--- config.mk ---
export PLATFORM = sky130hd
export DESIGN_NAME = sld_hub_csr_bank
export DESIGN_NICKNAME = d
export VERILOG_FILES = /design/src/rtl/sld_hub_csr_pkg.sv /design/src/rtl/sld_hub_handover_fsm.sv /design/src/rtl/sld_hub_csr_bank.sv
export SDC_FILE = /design/constraint.sdc
export NUM_CORES = 1
export LEC_CHECK = 0
export CORE_MARGIN = 3
export CORE_UTILIZATION = 58
export DETAILED_ROUTE_END_ITERATION = 8
export HOLD_SLACK_MARGIN = 0.08
export PLACE_DENSITY_LB_ADDON = 0.05
export SLEW_MARGIN = 20
export SYNTH_ARGS = -nofsm -noshare
export SYNTH_HDL_FRONTEND = slang
export SYNTH_SLANG_ARGS = --single-unit
--- constraint.sdc ---
create_clock -name clk -period 6.6 [get_ports clk]
set_input_delay 0.99 -clock clk [delete_from_list [all_inputs] [get_ports clk]]
set_output_delay 0.99 -clock clk [all_outputs]
set_load 0.01 [all_outputs]
--- src/rtl/sld_hub_csr_pkg.sv ---
// sld_hub_csr_pkg: shared CSR addresses, STATUS bit positions and handover state type
package sld_hub_csr_pkg;
  localparam logic [2:0] ADDR_CTRL    = 3'd0;
  localparam logic [2:0] ADDR_STATUS  = 3'd1;
  localparam logic [2:0] ADDR_HOLDOFF = 3'd2;
  localparam logic [2:0] ADDR_SWCOUNT = 3'd3;
  localparam logic [2:0] ADDR_ERRCLR  = 3'd4;
  localparam int STAT_STICKY = 30;
  localparam int STAT_BUSY   = 31;
  typedef enum logic [1:0] {ST_IDLE, ST_WAIT, ST_COMMIT} sld_sw_state_t;
endpackage

--- src/rtl/sld_hub_handover_fsm.sv ---
// sld_hub_handover_fsm: waits for affected channels to be quiet for holdoff cycles, then commits req to the enables
module sld_hub_handover_fsm
  import sld_hub_csr_pkg::*;
#(
  parameter int NUM_CH         = 4,
  parameter int HOLD_W         = 16,
  parameter int TIMEOUT_CYCLES = 4096
) (
  input  logic              clk,
  input  logic              reset,
  input  logic [NUM_CH-1:0] req,
  input  logic              ctrl_wr,
  input  logic [HOLD_W-1:0] holdoff,
  input  logic [NUM_CH-1:0] jtag_idle,
  output logic [NUM_CH-1:0] enable_user_jtag_io,
  output logic              busy,
  output logic              commit,
  output logic              to_flag
);
  localparam logic [HOLD_W-1:0] TO_LAST = HOLD_W'(TIMEOUT_CYCLES - 1);
  sld_sw_state_t     state;
  logic [HOLD_W-1:0] hold_cnt, to_cnt;
  logic [NUM_CH-1:0] diff;
  logic [HOLD_W:0]   hold_nxt;
  logic              quiet;
  assign diff     = req ^ enable_user_jtag_io;
  assign quiet    = &(jtag_idle | ~diff);
  assign hold_nxt = {1'b0, hold_cnt} + (HOLD_W+1)'(1);
  assign busy     = state != ST_IDLE;
  assign commit   = state == ST_COMMIT;
  // >= rather than == so holdoff 0, or a holdoff shrunk mid-wait, still commits
  always_ff @(posedge clk or posedge reset) begin
    if (reset) begin
      state               <= ST_IDLE;
      hold_cnt            <= '0;
      to_cnt              <= '0;
      enable_user_jtag_io <= '0;
      to_flag             <= 1'b0;
    end else begin
      to_flag <= 1'b0;
      case (state)
        ST_IDLE: if (|diff) begin
          state    <= ST_WAIT;
          hold_cnt <= '0;
          to_cnt   <= '0;
        end
        ST_WAIT: if (!(|diff)) state <= ST_IDLE;
        else begin
          to_cnt <= to_cnt + HOLD_W'(1);
          if (to_cnt == TO_LAST) begin
            state   <= ST_COMMIT;
            to_flag <= 1'b1;
          end else if (ctrl_wr) hold_cnt <= '0;
          else if (quiet) begin
            if (hold_nxt >= {1'b0, holdoff}) state <= ST_COMMIT;
            else hold_cnt <= hold_nxt[HOLD_W-1:0];
          end else hold_cnt <= '0;
        end
        default: begin
          enable_user_jtag_io <= req;
          state               <= ST_IDLE;
        end
      endcase
    end
  end
endmodule

--- src/rtl/sld_hub_csr_bank.sv ---
// sld_hub_csr_bank: Avalon-MM CSR bank driving per-channel user-JTAG-I/O ownership with glitch-safe handover
module sld_hub_csr_bank
  import sld_hub_csr_pkg::*;
#(
  parameter int NUM_CH          = 4,
  parameter int HOLD_W          = 16,
  parameter int HOLDOFF_DEFAULT = 16,
  parameter int TIMEOUT_CYCLES  = 4096,
  parameter int CNT_W           = 16
) (
  input  logic              clk,
  input  logic              reset,
  input  logic              csr_write,
  input  logic              csr_read,
  input  logic [2:0]        csr_addr,
  input  logic [31:0]       csr_writedata,
  output logic [31:0]       csr_readdata,
  output logic              csr_readdatavalid,
  input  logic [NUM_CH-1:0] jtag_idle,
  output logic [NUM_CH-1:0] enable_user_jtag_io,
  output logic              switch_busy
);
  logic [NUM_CH-1:0] req;
  logic [HOLD_W-1:0] holdoff;
  logic [CNT_W-1:0]  count;
  logic              sticky, commit, to_flag;
  logic              wr_ctrl, wr_hold, wr_cnt, err_clr;
  logic [31:0]       status, rd_word;
  logic              unused_wd;
  assign unused_wd = ^csr_writedata;
  assign wr_ctrl = csr_write && csr_addr == ADDR_CTRL;
  assign wr_hold = csr_write && csr_addr == ADDR_HOLDOFF;
  assign wr_cnt  = csr_write && csr_addr == ADDR_SWCOUNT;
  assign err_clr = csr_write && csr_addr == ADDR_ERRCLR && csr_writedata[0];
  sld_hub_handover_fsm #(
    .NUM_CH(NUM_CH), .HOLD_W(HOLD_W), .TIMEOUT_CYCLES(TIMEOUT_CYCLES)
  ) u_fsm (
    .clk(clk), .reset(reset), .req(req), .ctrl_wr(wr_ctrl), .holdoff(holdoff),
    .jtag_idle(jtag_idle), .enable_user_jtag_io(enable_user_jtag_io),
    .busy(switch_busy), .commit(commit), .to_flag(to_flag)
  );
  always_comb begin
    status                = '0;
    status[NUM_CH-1:0]    = enable_user_jtag_io;
    status[STAT_STICKY]   = sticky;
    status[STAT_BUSY]     = switch_busy;
    case (csr_addr)
      ADDR_CTRL:    rd_word = 32'(req);
      ADDR_STATUS:  rd_word = status;
      ADDR_HOLDOFF: rd_word = 32'(holdoff);
      ADDR_SWCOUNT: rd_word = 32'(count);
      default:      rd_word = '0;
    endcase
  end
  // set beats clear for the sticky flag; clear beats increment for the counter
  always_ff @(posedge clk or posedge reset) begin
    if (reset) begin
      req               <= '0;
      holdoff           <= HOLD_W'(HOLDOFF_DEFAULT);
      count             <= '0;
      sticky            <= 1'b0;
      csr_readdata      <= '0;
      csr_readdatavalid <= 1'b0;
    end else begin
      if (wr_ctrl) req <= csr_writedata[NUM_CH-1:0];
      if (wr_hold) holdoff <= csr_writedata[HOLD_W-1:0];
      if (wr_cnt) count <= '0;
      else if (commit && !(&count)) count <= count + CNT_W'(1);
      sticky            <= to_flag | (sticky & ~err_clr);
      csr_readdatavalid <= csr_read;
      csr_readdata      <= csr_read ? rd_word : '0;
    end
  end
endmodule
==> After elaboration in Yosys (flattened, before gate mapping) <==
Cells that the tools add are included.
{ "totals": {"reg_bits": 109, "wordCells": 77, "inputBits": 43} }
{ "classes": {"muxes": 23, "n_reduce_logical": 19, "eq_ne": 14, "bitwise_logic": 6, "n_lt_le_gt_ge": 1, "n_addsub": 3} }
{ "op_table": {"columns": ["operator", "count"], "rows": [
  ["16-bit two-way mux", 9],
  ["32-bit case mux with 4 select lines", 1],
  ["16-bit case mux with 2 select lines", 2],
  ["16-bit by 1-bit adder with 16-bit output (second input constant)", 2],
  ["32-bit two-way mux", 1],
  ["16-bit by 1-bit adder with 17-bit output (second input constant)", 1],
  ["17-bit by 16-bit greater-or-equal comparator with 1-bit output", 1],
  ["16-bit by 12-bit == test with 1-bit output (second input constant)", 1],
  ["16-bit AND reduction", 1],
  ["2-bit two-way mux", 6],
  ["4-bit by 3-bit != test with 1-bit output (second input constant)", 2],
  ["4-bit != test (second input constant)", 2],
  ["4-bit AND reduction", 2],
  ["3-bit by 2-bit == test with 1-bit output (second input constant)", 2],
  ["1-bit logical AND", 6],
  ["2-bit nonzero test", 3],
  ["5-bit AND reduction", 1],
  ["2-bit by 1-bit != test with 1-bit output (second input constant)", 2],
  ["4-bit NOT", 1],
  ["4-bit OR", 1],
  ["2-bit case mux with 2 select lines", 1],
  ["4-bit OR reduction", 1],
  ["4-bit bitwise XOR", 1],
  ["3-bit by 1-bit == test with 1-bit output (second input constant)", 1],
  ["other kinds (13)", 15]
]} }

==> Logic depth before layout (Yosys ltp) <==
Gate-level depths: netlist of the first run.
{ "depth": {"depth_word": 9, "mapped_depth": 14, "mapped_depth_nobuf": 13} }

==> Modules after synthesis <==
From an unflattened synthesis of the first run, not the netlist that was laid out.
{ "hier_totals": {"cells_unflattened": 544, "area_unflattened_um2": 5267.6} }
{ "modules_own_cells": {"columns": ["mod", "cells_per_inst", "area_per_inst_um2", "n_inst"], "rows": [
  ["sld_hub_csr_bank", 239, 2635.0, 1],
  ["sld_hub_handover_fsm", 305, 2632.5, 1]
]} }

==> Least setup slack after synthesis of the first run <==
Ideal clock, no wire load.
{ "synth_timing": {"path_kind": "register to register", "start": "register u_fsm.hold_cnt[0]", "end": "register u_fsm.hold_cnt[2]", "setup_time_ps": 126, "path_buffers": 1, "t_arrival_ps": 3229, "t_required_ps": 6474, "slack_ps": 3245, "synth_period_minus_slack_ps": 3355, "path_stages_with_launch": 13, "cell_sequence": "dfrtp_1 ha_1 nand3_1 or4_4 xnor2_1 ha_1 nand4_1 or4_1 a31oi_1 a211oi_4 and2_4 buf_6 a221o_1"} }
{ "synth_via": {"elab_chain_cells": 7, "word_cells_on_any_way": 10, "classes_between": "add/sub: 1; order compare: 1; eq/ne: 1; mux: 6; reduce/logical: 1"} }
{ "synth_rtl": {"columns": ["item", "line_no", "source"], "rows": [
  ["from (decl)", "sld_hub_handover_fsm.sv:22", "logic [HOLD_W-1:0] hold_cnt, to_cnt;"],
  ["from (signal assigned)", "sld_hub_handover_fsm.sv:56", "else hold_cnt <= hold_nxt[HOLD_W-1:0];"],
  ["16-bit by 1-bit adder with 17-bit output (*)", "sld_hub_handover_fsm.sv:28", "assign hold_nxt = {1'b0, hold_cnt} + (HOLD_W+1)'(1);"],
  ["branches (longest 6 deep; another with 17-bit by 16-bit greater-or-equal comparator with 1-bit output)", null, null]
]} }
Every way passes the cells marked *. The select of a mux whose other input is x is not followed.
A chain may end at the register's enable or synchronous reset.

==> Worst setup path in the final report of the first run <==
Ends and elaborated chain as after synthesis.

==> run metrics, run 1 <==
crit path cell chain=ha_1 -> nand3_1 -> or4_4 -> nor2_1 -> xor2_1 -> ha_1 -> a21o_1 -> a21oi_1 -> o31ai_4 -> a211oi_4 -> o21ai_4 -> a221o_1; Internal Pwr Total=955 uW; clock latency on the worst-skew pair=0.36 ns; fin util=69.4%; internal reg-to-reg setup slack=2.83 ns; total CTS buffers=9; RSZ-0062 raised after global routing=false; #FFs+latches synth=95; clock power share=between 20 and 30%; setup violators final=0; Yosys warnings=0; clk_skew=0.0119 ns; nets@finish=a little over 600; synthesis-to-layout area growth=14.2%; layout cells sized above 1=8.75%; TritonCTS clock tree=built; Pre-antenna DRT Iters=5; part of the power in registers=between 50% and 60%; Worst Path Arrival=4.01 ns; Max clock buf depth=2; vias=slightly below 4000; Max VDD drop=0.000128 V; number of global-route vias before repair=3770; CORE AREA=between 8000 and 9000 um^2; Setup TNS=0 ns; Net Switching=approximately 430 uW; die area=9890 um^2; Finished Layout Cells=665; final worst slack=2.83 ns; GRT Resource Usage Total=22.9%; die width=~99 um; Leak=between 2 and 3 nW; top-count cell post-synth=dfrtp_1; Largest stage delay, worst path=0.54 ns; largest net degree at the start of global routing=51; post-route cell area=between 5000 and 6000 um^2; # IOs=81; Post-synth ARST share=between 90% and 100%; Slew Limit Fails=0; Max H-tree Level=3; status=completed; post-synthesis sequential area ratio=46.9%; drt wl/cell=16.1 um; Detail Route Antenna Nets=0; IO Port Bufs=50; drt via density=5.84; CTS sink count=95; nature of the critical path endpoint=flip-flop; syn avg cell area=slightly below 10 um^2; Post-synth EDFFs=0; HPWL after DPL=7.87 mm; area leader, netlist=dfrtp_1; kind of critical path=flip-flop to flip-flop; share of the synthesized area in the top cell type=between 40% and 50%; post_cts resized=0; WP data required=6.84 ns; antenna violations before repair=0; Initial Util=60.8%; pre-CTS setup slack=~2.8 ns; post-placement cell count=649; Max Cap Viol=0; dpl cell area=5580 um^2; Slew @ Worst Pin=0.832 ns; FP Rows=33; Clk pin slew, worst setup/hold paths=0.10 ns; Fin. Hold Viols=0; ant diodes=0; DR iter-0 viols=166; mapped cell area=5070 um^2; synth cell count leaders=dfrtp_1, nor2_1, nand2_1; buffers inserted by post-CTS timing repair=0; highest clock rate=around 270 MHz; first-pass GRT wire length=18.3 mm; final period utilization=57.1%; GRT overflow=0; final wirelength=10.7 mm; worst min-delay path class=flip-flop to flip-flop; fin crit period=3.77 ns; Netlist cell types=64; logic gate share of total power=20.4%; Power Dens Cells=240 nW/um^2; crit-path most repeated cell=ha_1; root buf cell=clkbuf_8; relative slew slack=44.1%; Syn Inst Count=513; Die Height=about 99 um; worst-path fanout max=10; routability-driven placement congestion ratio=between 0.8 and 0.9; top_reg_cell synth=dfrtp_1; switching portion of total power=a little under a third; crit start category=flip-flop; Crit-path slowest cell=or4_4; Synth area leaders=dfrtp_1, ha_1, xnor2_1; # hold bufs at CTS=0; DRC=0
-- layer usage --
layer	track usage, %	up-vias	part of all wire (%)
met5	0	-	0
met4	6.41	0	1.4
met3	4.14	14	4.0
met2	37.8	92	50
met1	31.3	1895	45
li1	-	1882	-
-- state kept, by name, indices dropped and copies added (netlist names) --
name and count:
sticky 1, u_fsm.state 2, holdoff 16, req 4
count 16, csr_readdata 18, u_fsm.hold_cnt 16, u_fsm.to_flag 1
u_fsm.enable_user_jtag_io 4, u_fsm.to_cnt 16, csr_readdatavalid 1
-- layout make-up --
cell class                 count  area [um^2]
fill                         640         2550
multi-input combinational    369         2440
sequential                    95         2380
timing repair buffer          54          531
clock buffer                  10          138
tap                          105          131
inverter                      26         98.8
clock inverter                 6         70.1
-- metrics by stage --
step,total power [mW],hold slack [ns]
5_1_grt,1.47,0.508
6_report,1.39,0.483
4_1_cts,1.40,0.486
3_5_place_dp,1.00,0.463
2_1_floorplan,0.919,0.404
3_3_place_gp,0.990,0.462
-- power groups by stage --
stage          logic [mW]  registers [mW]  clock network, mW
4_1_cts             0.285           0.706              0.405
2_1_floorplan       0.225           0.694                  0
3_5_place_dp        0.283           0.718                  0
5_1_grt             0.326           0.719              0.429
6_report            0.283           0.707              0.398
3_3_place_gp        0.274           0.716                  0
-- final timing paths --
path	start	to	cells after the start
max reg2reg	u_fsm.hold_cnt[0]$_DFFE_PP0P_	u_fsm.hold_cnt[2]$_DFFE_PP0P_	12
max	u_fsm.hold_cnt[0]$_DFFE_PP0P_	u_fsm.hold_cnt[2]$_DFFE_PP0P_	12
min	sticky$_DFF_PP0_	sticky$_DFF_PP0_	1
max in group asynchronous	reset	u_fsm.hold_cnt[15]$_DFFE_PP0P_	3
min in group asynchronous	reset	csr_readdata[30]$_DFF_PP0_	2
min reg2reg	sticky$_DFF_PP0_	sticky$_DFF_PP0_	1
-- worst max-delay path, delay by kind of cell (launching register included) --
family,cells,cell delay [ns]
flip-flops,1,0.44
adder cells (fa/ha/maj),2,0.57
XOR/XNOR,1,0.20
AND/OR/NAND/NOR,3,0.91
AO/OA/AOI/OAI,6,1.55
-- layout by cell type, fill, tap and decap left out, types with 4 or more instances in the layout --
cell type | Yosys | routed
ha_1 | 19 | 19
nand2b_1 | 4 | 4
nand4_1 | 10 | 10
o21ai_1 | 5 | 5
nor3_1 | 14 | 14
or2_2 | 4 | 4
a221oi_1 | 4 | 4
nor3b_1 | 4 | 4
conb_1 | 1 | 14
and3_1 | 7 | 7
a21oi_1 | 16 | 16
o211ai_1 | 4 | 4
clkdlybuf4s50_1 | 0 | 50
clkbuf_8 | 0 | 10
xnor2_1 | 21 | 21
mux2_2 | 10 | 10
nor4_1 | 6 | 6
mux2i_1 | 4 | 4
a22o_1 | 11 | 11
nand2_1 | 37 | 37
o21ai_0 | 24 | 24
clkinv_4 | 0 | 4
a31oi_1 | 6 | 6
inv_1 | 25 | 24
dfrtp_1 | 94 | 94
and4_1 | 5 | 5
or3_1 | 6 | 6
xor2_1 | 12 | 12
buf_4 | 14 | 4
nand3_1 | 18 | 18
and2_1 | 7 | 7
a22oi_1 | 12 | 12
nor2_1 | 48 | 48
-- cell families (layout without fill, tap and decap cells) --
family	count (synthesis)	in the layout	share of synthesized area, %
adders and majority gates	19	19	4.69
buffers and inverters	62	96	5.83
muxes	14	14	3.01
AOI/OAI and AO/OA	103	103	14.2
DFF	95	95	46.9
other	1	14	0.0740
xor gates and xnor gates	33	33	5.70
and+or+nand+nor	186	186	19.5
Power figures use the tool's default switching activity.
==> run 2, diff against run 1 <==
--- a/config.mk
+++ b/config.mk
@@ -6,7 +6,7 @@
 export NUM_CORES = 1
 export LEC_CHECK = 0
 export CORE_MARGIN = 3
-export CORE_UTILIZATION = 58
+export CORE_UTILIZATION = 54
 export DETAILED_ROUTE_END_ITERATION = 8
 export HOLD_SLACK_MARGIN = 0.08
 export PLACE_DENSITY_LB_ADDON = 0.05
==> constraint.sdc (replaced) <==
create_clock -name clk -period 3.6 [get_ports clk]
set_input_delay 0.54 -clock clk [delete_from_list [all_inputs] [get_ports clk]]
set_output_delay 0.54 -clock clk [all_outputs]
set_load 0.01 [all_outputs]
==> run 2 against run 1 <==
Against the previous run: die area rose by 7.0%; fmax rose by 9.5%; critical path depth did not move; flip-flop and latch count did not move; final area rose by 2.3%; power rose by 87%; worst setup slack got worse by 2.7 ns; largest power group unchanged.
==> run metrics, run 2 (synthesized netlist as in run 1, its figures left out) <==
synthesis-to-layout area growth=16.9% (was 14.2%); Leak=2.66 nW (was 2.60 nW); FP Rows=34 (was 33); clk_skew=0.0167 ns (was 0.0119 ns); HPWL after DPL=8.14 mm (was 7.87 mm); setup violators final=0 (unchanged); Min-Delay Endpoint=sticky$_DFF_PP0_ (unchanged); nature of the critical path endpoint=flip-flop (unchanged); fin crit period=3.44 ns (was 3.77 ns); CORE AREA=8930 um^2 (was 8340 um^2); vias=3945 (was 3883); pre-CTS setup slack=0.111 ns (was 2.84 ns); IO Port Bufs=50 (unchanged); commonest non-fill, non-tap cell in the layout=dfrtp_1 (unchanged); nets@finish=630 (was 617); Setup TNS=0 ns (unchanged); kind of critical path=flip-flop to flip-flop (unchanged); drt via density=5.79 (was 5.84); Most flops, register=csr_readdata (unchanged); WHS=0.484 ns (was 0.483 ns); internal reg-to-reg setup slack=0.16 ns (was 2.83 ns); worst-path fanout max=9 (was 10); # IOs=81 (unchanged); most frequent cells in the layout=dfrtp_1, clkdlybuf4s50_1, nor2_1, nand2_1 (unchanged); RSZ-0062 raised after global routing=false (unchanged); relative slew slack=50.2% (was 44.1%); CTS sink count=95 (unchanged); WP data required=3.85 ns (was 6.84 ns); FF-to-FF path depth=12 (unchanged); clock latency on the worst-skew pair=0.36 ns (about the same); Worst Path Arrival=3.69 ns (was 4.01 ns); layout cells sized above 1=11.5% (was 8.75%); routability-driven placement congestion ratio=0.815 (was 0.896); final wirelength=11.2 mm (was 10.7 mm); Slew Limit Fails=0 (unchanged); reg-to-reg startpoint=u_fsm.hold_cnt[2]$_DFFE_PP0P_ (was u_fsm.hold_cnt[0]$_DFFE_PP0P_); final period utilization=95.6% (was 57.1%); max FFs per register=18 (unchanged); area occupied by multi-input gates=2470 um^2 (was 2440 um^2); total area of sequential cells=2380 um^2 (about the same); worst min-delay path class=flip-flop to flip-flop (unchanged); Slew @ Worst Pin=0.746 ns (was 0.832 ns); GRT overflow=0 (unchanged); Die Height=103 um (was 99.5 um); Max Cap Viol=0 (unchanged); root buf cell=clkbuf_8 (unchanged); Hold Path Depth=1 (unchanged); Max H-tree Level=3 (unchanged); hold_sp=u_fsm.to_flag$_DFF_PP0_ (was sticky$_DFF_PP0_); die area=10600 um^2 (was 9890 um^2); largest net degree at the start of global routing=42 (was 51); Max clock buf depth=2 (unchanged); ant diodes=0 (unchanged); crit start category=flip-flop (unchanged); DR iter-0 viols=87 (was 166); first-pass GRT wire length=18.6 mm (was 18.3 mm); Fin. Hold Viols=0 (unchanged); total CTS buffers=9 (unchanged); drt wl/cell=16.4 um (was 16.1 um); total power=2.59 mW (was 1.39 mW); highest clock rate=291 MHz (was 265 MHz); Power Dens Cells=437 nW/um^2 (was 240 nW/um^2); antenna violations before repair=0 (unchanged); GRT Resource Usage Total=22.3% (was 22.9%); final worst slack=0.158 ns (was 2.83 ns); TritonCTS clock tree=built (unchanged); DRC=0 (unchanged); Pre-antenna DRT Iters=4 (was 5); Clk pin slew, worst setup/hold paths=0.09 ns (was 0.10 ns); Initial Util=56.7% (was 60.8%); Detail Route Antenna Nets=0 (unchanged); Max VDD drop=0.000285 V (was 0.000128 V); worst reg2reg endpoint=u_fsm.hold_cnt[2]$_DFFE_PP0P_ (unchanged); die width=103 um (was 99.5 um); status=completed (unchanged); # fillers=741 (was 640); number of global-route vias before repair=3908 (was 3770)
run 2: cell count changes in the layout (fill, tap and decap cells not counted), sizes merged:
cell	before	now
buf	4	17
clkbuf	10	13
clkinv	6	3
run 2: layer usage:
layer | share of wire (%) | global-route usage, % | wire length (um) | vias up
li1 | - | - | - | 1906
met1 | 46 | 30.5 | 5180 | 1940
met2 | 49 | 36.2 | 5420 | 84
met3 | 4.0 | 4.87 | 447 | 15
met4 | 1.2 | 6.27 | 132 | 0
met5 | 0 | 0 | 0 | -
run 2: worst max-delay path by stage:
stage / from / endpoint / slack [ns] / cells after the start
floorplan: u_fsm.hold_cnt[0]$_DFFE_PP0P_ / u_fsm.hold_cnt[2]$_DFFE_PP0P_ / 0.24 / 12
global placement: u_fsm.hold_cnt[0]$_DFFE_PP0P_ / u_fsm.hold_cnt[11]$_DFFE_PP0P_ / 0.18 / 13
detailed placement: u_fsm.hold_cnt[0]$_DFFE_PP0P_ / u_fsm.hold_cnt[2]$_DFFE_PP0P_ / 0.11 / 12
CTS: u_fsm.hold_cnt[0]$_DFFE_PP0P_ / u_fsm.hold_cnt[12]$_DFFE_PP0P_ / 0.06 / 13
global route: u_fsm.hold_cnt[2]$_DFFE_PP0P_ / u_fsm.hold_cnt[2]$_DFFE_PP0P_ / 0.003 / 14
finish: u_fsm.hold_cnt[2]$_DFFE_PP0P_ / u_fsm.hold_cnt[2]$_DFFE_PP0P_ / 0.16 / 12
run 2: power by group:
| group | leakage [nW] | internal (mW) | total, mW | switching [mW] |
|---|---|---|---|---|
| registers | 1.27 | 1.18 | 1.30 | 0.120 |
| clock network | 0.104 | 0.360 | 0.717 | 0.357 |
| logic | 1.29 | 0.264 | 0.574 | 0.310 |
run 2: area by class of cell:
cell class	instances	area share (%)
sequential	95	40.2
clock inverter	3	0.739
multi-input combinational	369	41.6
timing repair buffer	67	10.8
clock buffer	13	2.68
inverter	26	1.67
tap	108	2.28
run 2: per-stage QoR:
stage	cells	cell area [um^2]	util, %
after global placement	660	5660	63.3
after detailed placement	660	5660	63.3
after CTS	676	5860	65.6
after global routing	681	5920	66.3
final	681	5920	66.3
after floorplan	526	5120	-
run 2: critical path, cell delays in order (launching register included):
cell      delay (ns)
dfrtp_2         0.45
and3_2          0.24
and4_1          0.26
and2_1          0.19
or2_2           0.29
ha_1            0.30
nand4_1         0.14
or4_4           0.52
a31oi_4         0.22
a211oi_4        0.08
buf_4           0.15
and2_4          0.17
a221o_1         0.30
run 2: what timing repair did:
item,CTS,global route
hold buffers,0,0
gates resized for setup,0,7
buffers inserted,0,5
setup endpoints to repair,0,15
